File: config.mk
export PLATFORM = sky130hd
export DESIGN_NAME = apb_master_arbiter
export DESIGN_NICKNAME = d
export VERILOG_FILES = /design/src/rtl/apb_pkg.sv /design/src/rtl/apb_master_arbiter_rr_arbiter.sv /design/src/rtl/apb_master_arbiter.sv
export SDC_FILE = /design/constraint.sdc
export NUM_CORES = 1
export LEC_CHECK = 0
export BUFFER_PORTS_ARGS = -buffer_cell sky130_fd_sc_hd__buf_4
export CORE_UTILIZATION = 45
export DETAILED_ROUTE_END_ITERATION = 16
export PLACE_DENSITY = 0.83
export SETUP_SLACK_MARGIN = 0.1
export SYNTH_ARGS = -nofsm -noshare
export SYNTH_HDL_FRONTEND = slang
export SYNTH_SLANG_ARGS = --single-unit
File: constraint.sdc
create_clock -name i_clk -period 3.7 [get_ports i_clk]
set_input_delay 0.74 -clock i_clk [delete_from_list [all_inputs] [get_ports i_clk]]
set_output_delay 0.74 -clock i_clk [all_outputs]
set_load 0.01 [all_outputs]
File: src/rtl/apb_pkg.sv
// APB state encoding and bus widths, shared by apb_master_arbiter and apb_slave.
package apb_pkg;

    typedef enum logic [1:0] {
        IDLE   = 2'd0,
        SETUP  = 2'd1,
        ACCESS = 2'd2
    } state_t;

    localparam int APB_ADDR_W = 32;
    localparam int APB_DATA_W = 32;

endpackage

File: src/rtl/apb_master_arbiter_rr_arbiter.sv
// Round-robin picker: first requesting index at or above ptr_i, wrapping.
module rr_arbiter #(
    parameter int N_REQ = 2,
    localparam int PTR_W = $clog2(N_REQ)
) (
    input  logic [N_REQ-1:0] req_i,
    input  logic [PTR_W-1:0] ptr_i,
    output logic [N_REQ-1:0] gnt_o
);

    logic found;

    always_comb begin
        gnt_o = '0;
        found = 1'b0;
        for (int i = 0; i < N_REQ; i++) begin
            for (int j = 0; j < N_REQ; j++) begin
                if (!found && req_i[j] &&
                    j == (int'(ptr_i) + i) % N_REQ) begin
                    gnt_o[j] = 1'b1;
                    found    = 1'b1;
                end
            end
        end
    end

endmodule

File: src/rtl/apb_master_arbiter.sv
// N_REQ requesters sharing one APB master port, round-robin arbitrated.
// Define APB_ARB_TIMEOUT_EN to abort ACCESS after TIMEOUT_CYCLES without PREADY.
module apb_master_arbiter
    import apb_pkg::*;
#(
    parameter int N_REQ          = 2,
    parameter int TIMEOUT_CYCLES = 16
) (
    input  logic                        i_clk,
    input  logic                        i_reset_n,
    input  logic [N_REQ-1:0]            i_req,
    input  logic [N_REQ-1:0]            i_write,
    input  logic [APB_ADDR_W*N_REQ-1:0] i_addr,
    input  logic [APB_DATA_W*N_REQ-1:0] i_wdata,
    output logic [N_REQ-1:0]            o_gnt,
    output logic [N_REQ-1:0]            o_done,
    output logic [APB_DATA_W-1:0]       o_rdata,
    output logic                        o_err,
    output logic [APB_ADDR_W-1:0]       PADDR,
    output logic                        PWRITE,
    output logic [APB_DATA_W-1:0]       PWDATA,
    output logic                        PSELx,
    output logic                        PENABLE,
    input  logic [APB_DATA_W-1:0]       PRDATA,
    input  logic                        PREADY,
    input  logic                        PSLVERR
);

    localparam int PTR_W = $clog2(N_REQ);

    if (N_REQ < 2 || N_REQ > 8 || TIMEOUT_CYCLES < 1) begin : g_bad_cfg
        $error("apb_master_arbiter: unsupported parameter values");
    end

    state_t                  state_q;
    logic [PTR_W-1:0]        ptr_q, own_q, ptr_nxt;
    logic [N_REQ-1:0]        gnt_q, done_q, arb_gnt;
    logic [APB_DATA_W-1:0]   rdata_q, pwdata_q, end_rdata;
    logic [APB_ADDR_W-1:0]   paddr_q;
    logic                    err_q, pwrite_q, psel_q, penable_q;
    logic [PTR_W-1:0]        sel_idx;
    logic [APB_ADDR_W-1:0]   sel_addr;
    logic [APB_DATA_W-1:0]   sel_wdata;
    logic                    sel_write, xfer_end, end_err;

`ifdef APB_ARB_TIMEOUT_EN
    localparam int TMO_W = $clog2(TIMEOUT_CYCLES + 1);
    logic [TMO_W-1:0] tmo_q;
    logic             tmo_hit;
    assign tmo_hit = (tmo_q == TMO_W'(TIMEOUT_CYCLES - 1));
`endif

    rr_arbiter #(.N_REQ(N_REQ)) u_rr (
        .req_i (i_req),
        .ptr_i (ptr_q),
        .gnt_o (arb_gnt)
    );

    always_comb begin
        sel_idx   = '0;
        sel_addr  = '0;
        sel_wdata = '0;
        sel_write = 1'b0;
        for (int j = 0; j < N_REQ; j++) begin
            if (arb_gnt[j]) begin
                sel_idx   = PTR_W'(j);
                sel_addr  = i_addr[j*APB_ADDR_W +: APB_ADDR_W];
                sel_wdata = i_wdata[j*APB_DATA_W +: APB_DATA_W];
                sel_write = i_write[j];
            end
        end
    end

    assign ptr_nxt = (own_q == PTR_W'(N_REQ - 1)) ? '0 : own_q + 1'b1;

    // A transfer ends on PREADY, or on timeout when that is built in.
    always_comb begin
        xfer_end  = 1'b0;
        end_rdata = '0;
        end_err   = 1'b0;
        if (state_q == ACCESS) begin
            if (PREADY) begin
                xfer_end  = 1'b1;
                end_rdata = pwrite_q ? '0 : PRDATA;
                end_err   = PSLVERR;
            end
`ifdef APB_ARB_TIMEOUT_EN
            else if (tmo_hit) begin
                xfer_end = 1'b1;
                end_err  = 1'b1;
            end
`endif
        end
    end

    always_ff @(posedge i_clk or negedge i_reset_n) begin
        if (!i_reset_n) begin
            state_q   <= IDLE;
            ptr_q     <= '0;
            own_q     <= '0;
            gnt_q     <= '0;
            done_q    <= '0;
            rdata_q   <= '0;
            err_q     <= 1'b0;
            paddr_q   <= '0;
            pwrite_q  <= 1'b0;
            pwdata_q  <= '0;
            psel_q    <= 1'b0;
            penable_q <= 1'b0;
`ifdef APB_ARB_TIMEOUT_EN
            tmo_q     <= '0;
`endif
        end else begin
            done_q <= '0;
            unique case (state_q)
                IDLE: begin
                    if (|i_req) begin
                        own_q    <= sel_idx;
                        gnt_q    <= arb_gnt;
                        paddr_q  <= sel_addr;
                        pwrite_q <= sel_write;
                        pwdata_q <= sel_wdata;
                        psel_q   <= 1'b1;
                        state_q  <= SETUP;
                    end
                end
                SETUP: begin
                    penable_q <= 1'b1;
                    state_q   <= ACCESS;
`ifdef APB_ARB_TIMEOUT_EN
                    tmo_q     <= '0;
`endif
                end
                ACCESS: begin
                    if (xfer_end) begin
                        rdata_q   <= end_rdata;
                        err_q     <= end_err;
                        done_q    <= gnt_q;
                        gnt_q     <= '0;
                        psel_q    <= 1'b0;
                        penable_q <= 1'b0;
                        ptr_q     <= ptr_nxt;
                        state_q   <= IDLE;
                    end
`ifdef APB_ARB_TIMEOUT_EN
                    else begin
                        tmo_q <= tmo_q + 1'b1;
                    end
`endif
                end
                default: state_q <= IDLE;
            endcase
        end
    end

    assign o_gnt   = gnt_q;
    assign o_done  = done_q;
    assign o_rdata = rdata_q;
    assign o_err   = err_q;
    assign PADDR   = paddr_q;
    assign PWRITE  = pwrite_q;
    assign PWDATA  = pwdata_q;
    assign PSELx   = psel_q;
    assign PENABLE = penable_q;

endmodule
# --- After elaboration in Yosys (flattened, before gate mapping) ---
# Cells that the tools add are included.
totals:
  reg_bits: 108
  inputBits: 168
  elab_cells: 71
op_classes:
  eq_ne: 5
  n_reduce_logical: 21
  bitwise: 1
  mux: 30
  n_addsub: 2
ops:
  columns: ["operator", "n"]
  rows:
  - ["32-bit two-way mux", 6]
  - ["32-bit logical NOT", 2]
  - ["1-bit two-way mux", 15]
  - ["2-bit two-way mux", 5]
  - ["2-bit AND reduction", 4]
  - ["1-bit logical AND", 7]
  - ["2-bit case mux with 3 select lines", 1]
  - ["2-bit inequality test, second input constant", 2]
  - ["1-bit case mux with 2 select lines", 2]
  - ["2-bit case mux with 2 select lines", 1]
  - ["2-bit nonzero test", 2]
  - ["1-bit logical NOT", 3]
  - ["3-bit AND reduction", 1]
  - ["1-bit adder, second input constant", 2]
  - ["2-bit by 1-bit == test with 1-bit output, second input constant", 1]
  - ["2-bit == test, first input constant", 1]
  - ["2-bit == test, second input constant", 1]
  - ["2-bit logical NOT", 1]
  - ["2-bit OR reduction", 1]
  - ["1-bit bitwise AND, first input constant", 1]

# --- Longest topological paths before layout ---
depth:
  word_depth: 17
  depth_mapped: 7
  mapped_depth_nobuf: 3

# --- Hierarchy ---
# From an unflattened synthesis, not the netlist that was laid out.
unflattened:
  hier_cells: 394
  hier_area_um2: 4870.9
by_module_without_submodules:
  columns: ["module", "cells_each", "area_each_um2", "instances"]
  rows:
  - ["apb_master_arbiter", 391, 4852.2, 1]
  - ["rr_arbiter", 3, 18.8, 1]

# --- Worst setup path before layout ---
# No wires, ideal clock.
synth_timing:
  path_type: "input-to-reg"
  start: "in i_req[1]"
  end: "reg pwdata_q[13], in the netlist PWDATA[13]"
  path_slack_ns: 1.884
  cell_stages: 6
  arrival_time_ns: 1.735
  cell_sequence: "a211o_1 > buf_4 > or2_1 > buf_6 > buf_6 > a31oi_1"
synth_between:
  elab_chain_len: 12
  word_cells_on_any_way: 17
  classes_between: "mux: 7; reduce/logical: 10"
synth_lines:
  columns: ["item", "line", "source"]
  rows:
  - ["start, declared", "apb_master_arbiter.sv:11", "input logic [N_REQ-1:0] i_req,"]
  - ["1-bit logical AND (2 in a row)", "apb_master_arbiter_rr_arbiter.sv:18", "if (!found && req_i[j] &&"]
  - ["1-bit two-way mux", "apb_master_arbiter_rr_arbiter.sv:18", null]
  - ["1-bit logical NOT", "apb_master_arbiter_rr_arbiter.sv:18", null]
  - ["1-bit logical AND (2 in a row)", "apb_master_arbiter_rr_arbiter.sv:18", null]
  - ["1-bit two-way mux", "apb_master_arbiter_rr_arbiter.sv:18", null]
  - ["1-bit logical NOT", "apb_master_arbiter_rr_arbiter.sv:18", null]
  - ["1-bit logical AND (2 in a row)", "apb_master_arbiter_rr_arbiter.sv:18", null]
  - ["1-bit two-way mux", "apb_master_arbiter_rr_arbiter.sv:18", null]
  - ["32-bit two-way mux", "apb_master_arbiter.sv:65", "if (arb_gnt[j]) begin"]
  - ["end signal, assigned", "apb_master_arbiter.sv:122", "pwdata_q <= sel_wdata;"]
  - ["end, declared", "apb_master_arbiter.sv:38", "logic [APB_DATA_W-1:0] rdata_q, pwdata_q, end_rdata;"]
# Parallel ways exist; a longest one is shown, timed or not.
# A chain may end at the register's enable or synchronous reset.

# --- Final worst setup path ---
layout_timing:
  start: "in i_req[1]"
  end: "reg gnt_q[1], in the netlist o_gnt[1]"
layout_between:
  elab_chain_len: 13
  word_cells_on_any_way: 17
  classes_between: "eq/ne: 1; mux: 6; reduce/logical: 10"
layout_lines:
  columns: ["item", "line", "source"]
  rows:
  - ["1-bit logical AND (2 in a row)", "apb_master_arbiter_rr_arbiter.sv:18", null]
  - ["1-bit two-way mux", "apb_master_arbiter_rr_arbiter.sv:18", null]
  - ["1-bit logical NOT", "apb_master_arbiter_rr_arbiter.sv:18", null]
  - ["1-bit logical AND (2 in a row)", "apb_master_arbiter_rr_arbiter.sv:18", null]
  - ["1-bit two-way mux", "apb_master_arbiter_rr_arbiter.sv:18", null]
  - ["1-bit logical NOT", "apb_master_arbiter_rr_arbiter.sv:18", null]
  - ["1-bit logical AND (2 in a row)", "apb_master_arbiter_rr_arbiter.sv:18", null]
  - ["1-bit two-way mux", "apb_master_arbiter_rr_arbiter.sv:18", null]
  - ["2-bit two-way mux", "apb_master_arbiter.sv:117", "if (|i_req) begin"]
  - ["2-bit case mux with 2 select lines", "apb_master_arbiter.sv:115", "unique case (state_q)"]
  - ["end signal, assigned", "apb_master_arbiter.sv:119", "gnt_q <= arb_gnt;"]
  - ["end, declared", "apb_master_arbiter.sv:37", "logic [N_REQ-1:0] gnt_q, done_q, arb_gnt;"]
# Parallel ways exist; a longest one is shown, timed or not. The select of a mux whose other input is x is not followed.

==> impl_metrics.json <==
{
  "arrival_ns": 2.39,
  "max_cap_violations": 0,
  "finalHoldViolCount": 0,
  "drt-initial-drc-count": 398,
  "cts_sinks": 108,
  "rsz0062_at_grt": "false",
  "gp_congestion": 0.837,
  "setup_viol": 0,
  "endpoint": "o_gnt[1]",
  "synth.most_common_cell": "dfrtp_1",
  "grt_pass1_vias": 4405,
  "final_area_mm2": 0.00702,
  "fmax_mhz": 468,
  "status": "complete, no violations",
  "dp_slack_ns": 1.21,
  "r2r-start": "state_q[0]",
  "dp_hpwl_um": 10000,
  "die_w_um": 105,
  "startpoint": "i_req[1]",
  "cts_setup_buffers": 0,
  "syn_area_mm2": 0.00477,
  "power_mw": 5.56,
  "crit_path_max_fanout": 66,
  "async_flop_share_pct": 100,
  "synth_area_per_cell_um2": 10.8,
  "drc": 0,
  "synth_cell_types": 26,
  "syn-num-nets": 610,
  "cts.htree.levels": 3,
  "post_cts_resized": 0,
  "hold_buffers": 0,
  "area_growth_pct": 47.0,
  "worstPathRequired_ns": 3.95,
  "cts-root-buf": "clkbuf_8",
  "rrSetupSlack_ns": 1.75,
  "min_path_type": "primary input to async pin",
  "irDropWorstVdd_uv": 364,
  "boundaryPins": 272,
  "postPlaceCellArea_mm2": 0.00683,
  "ys_ff_latch": 108,
  "synth_warnings": 0,
  "antenna_found_initial": 0,
  "synth_common_cells": "108 x dfrtp_1, 50 x o21ai_0, 48 x a21boi_0, 48 x a221o_1, 37 x nand2_1",
  "core_area_mm2": 0.0103,
  "setup_tns_ns": 0,
  "seq_area_frac_synth_pct": 56.6,
  "tritoncts": "yes",
  "nNetsFinal": 855,
  "fin_cells": 828,
  "clk_path_buf_depth": 2,
  "syn_inst": 442,
  "synth_top_area_share_pct": 56.6,
  "grt-ovfl-total": 0,
  "skew_ns": 0.00936,
  "viasPerCell": 5.39,
  "fp-row-count": 37,
  "drive_gt1_share_pct": 43.8,
  "die_area_mm2": 0.0110,
  "min_period_ns": 2.14,
  "slew_violations": 0,
  "worst_skew_pair.late_latency_ns": 0.36,
  "grtUsageTotal_pct": 25.5,
  "wirelength_um": 14100,
  "synth_edf_count": 0,
  "ant_nets": 0,
  "numPortBuffers": 271,
  "grt_max_degree": 67,
  "die_h_um": 105,
  "p_leak_nw": 3.43,
  "period_share_pct": 57.8,
  "max_slew_margin_pct": 21.0,
  "worstSetupEndpointType": "flip-flop",
  "place_inst": 812,
  "cts_buffers": 9,
  "cp-start-kind": "primary input",
  "cts.clk_slew.worst_paths_ns": 0.10,
  "fin_ws_ns": 1.56,
  "dr.pass1.iters": 5,
  "worst_pin_slew_ns": 1.18,
  "grt_pass1_wl_um": 22300,
  "yosysTopAreaCell": "dfrtp_1",
  "synth_top_cells_by_area": "dfrtp_1 57%, a221o_1 10%, a21boi_0 7.6%",
  "r2r-end": "PWDATA[30]",
  "post-route-util_pct": 68.0,
  "n_antenna_cell": 0,
  "vias": 4461,
  "start_util_pct": 46.2,
  "whs_ns": 0.412,
  "synthFlopType": "dfrtp_1",
  "worstSetupPathType": "primary input to flip-flop",
  "ff2ff_path_depth": 4,
  "wl_per_cell_um": 17.0,
  "pwr_density_cell_mw_per_mm2": 792
}
-- cells by family after synthesis --
group,synth area share [%]
AOI/OAI and AO/OA,26.2
DFF,56.6
and+or+nand+nor,11.8
buffers and inverters,4.88
muxes,0.472
-- layout make-up --
class                           instances  area [µm²]
Timing Repair Buffer                  278        2090
Sequential cell                       108        2700
Clock buffer                           10         128
Fill cell                             784        3310
Multi-Input combinational cell        285        1850
Tap cell                              136         170
Clock inverter                          6        63.8
Inverter                                5        18.8
-- flip-flops by register name, indices dropped and copies added (netlist names) --
signal and flops:
PADDR 32, PWDATA 32, o_rdata 32, o_done 2
o_gnt 2, state_q 2, PENABLE 1, PSELx 1
PWRITE 1, o_err 1, own_q 1, ptr_q 1
-- critical path, stage by stage --
cell	delay, ns
buf_4	0.11
or2_2	0.87
nand2_1	0.29
a31o_2	0.32
-- where the power goes --
| group | switching [mW] | leakage (nW) | internal [mW] | total [mW] |
|---|---|---|---|---|
| Clock | 0.394 | 0.0927 | 0.314 | 0.708 |
| Sequential | 0.343 | 1.34 | 1.75 | 2.09 |
| Combinational | 1.35 | 2.00 | 1.41 | 2.76 |
| Total | 2.08 | 3.43 | 3.48 | 5.56 |
-- layout by cell type, fill, tap and decap left out, drive strengths merged, types with 2 or more instances in the layout --
| master | n |
|---|---|
| dfrtp | 108 |
| a221o | 48 |
| nand2b | 32 |
| buf | 278 |
| a21boi | 48 |
| inv | 6 |
| a31oi | 17 |
| a31o | 2 |
| mux2 | 2 |
| nor3 | 17 |
| clkbuf | 10 |
| o21ai | 50 |
| clkinvlp | 2 |
| a21oi | 2 |
| nand3 | 17 |
| or2 | 3 |
| clkinv | 2 |
| nor2 | 6 |
| nand2 | 37 |
-- layer usage --
| metal | global-route usage (%) | vias to the layer above | part of all wire [%] |
|---|---|---|---|
| li1 | - | 2107 | - |
| met1 | 30.9 | 2088 | 40 |
| met2 | 43.7 | 230 | 50 |
| met3 | 4.80 | 36 | 6.7 |
| met4 | 12.5 | 0 | 3.1 |
| met5 | 0 | - | 0 |
-- how the worst min path moves through the flow --
| stage | startpoint | cells past startpoint | to |
|---|---|---|---|
| finish | i_reset_n | 1 | PADDR[1] |
| global route | i_reset_n | 1 | PADDR[1] |
| CTS | i_reset_n | 1 | PADDR[1] |
| detailed placement | own_q | 1 | own_q |
| global placement | own_q | 1 | ptr_q |
| floorplan | i_reset_n | 0 | PADDR[0] |
(Power assumes the default switching activity.)
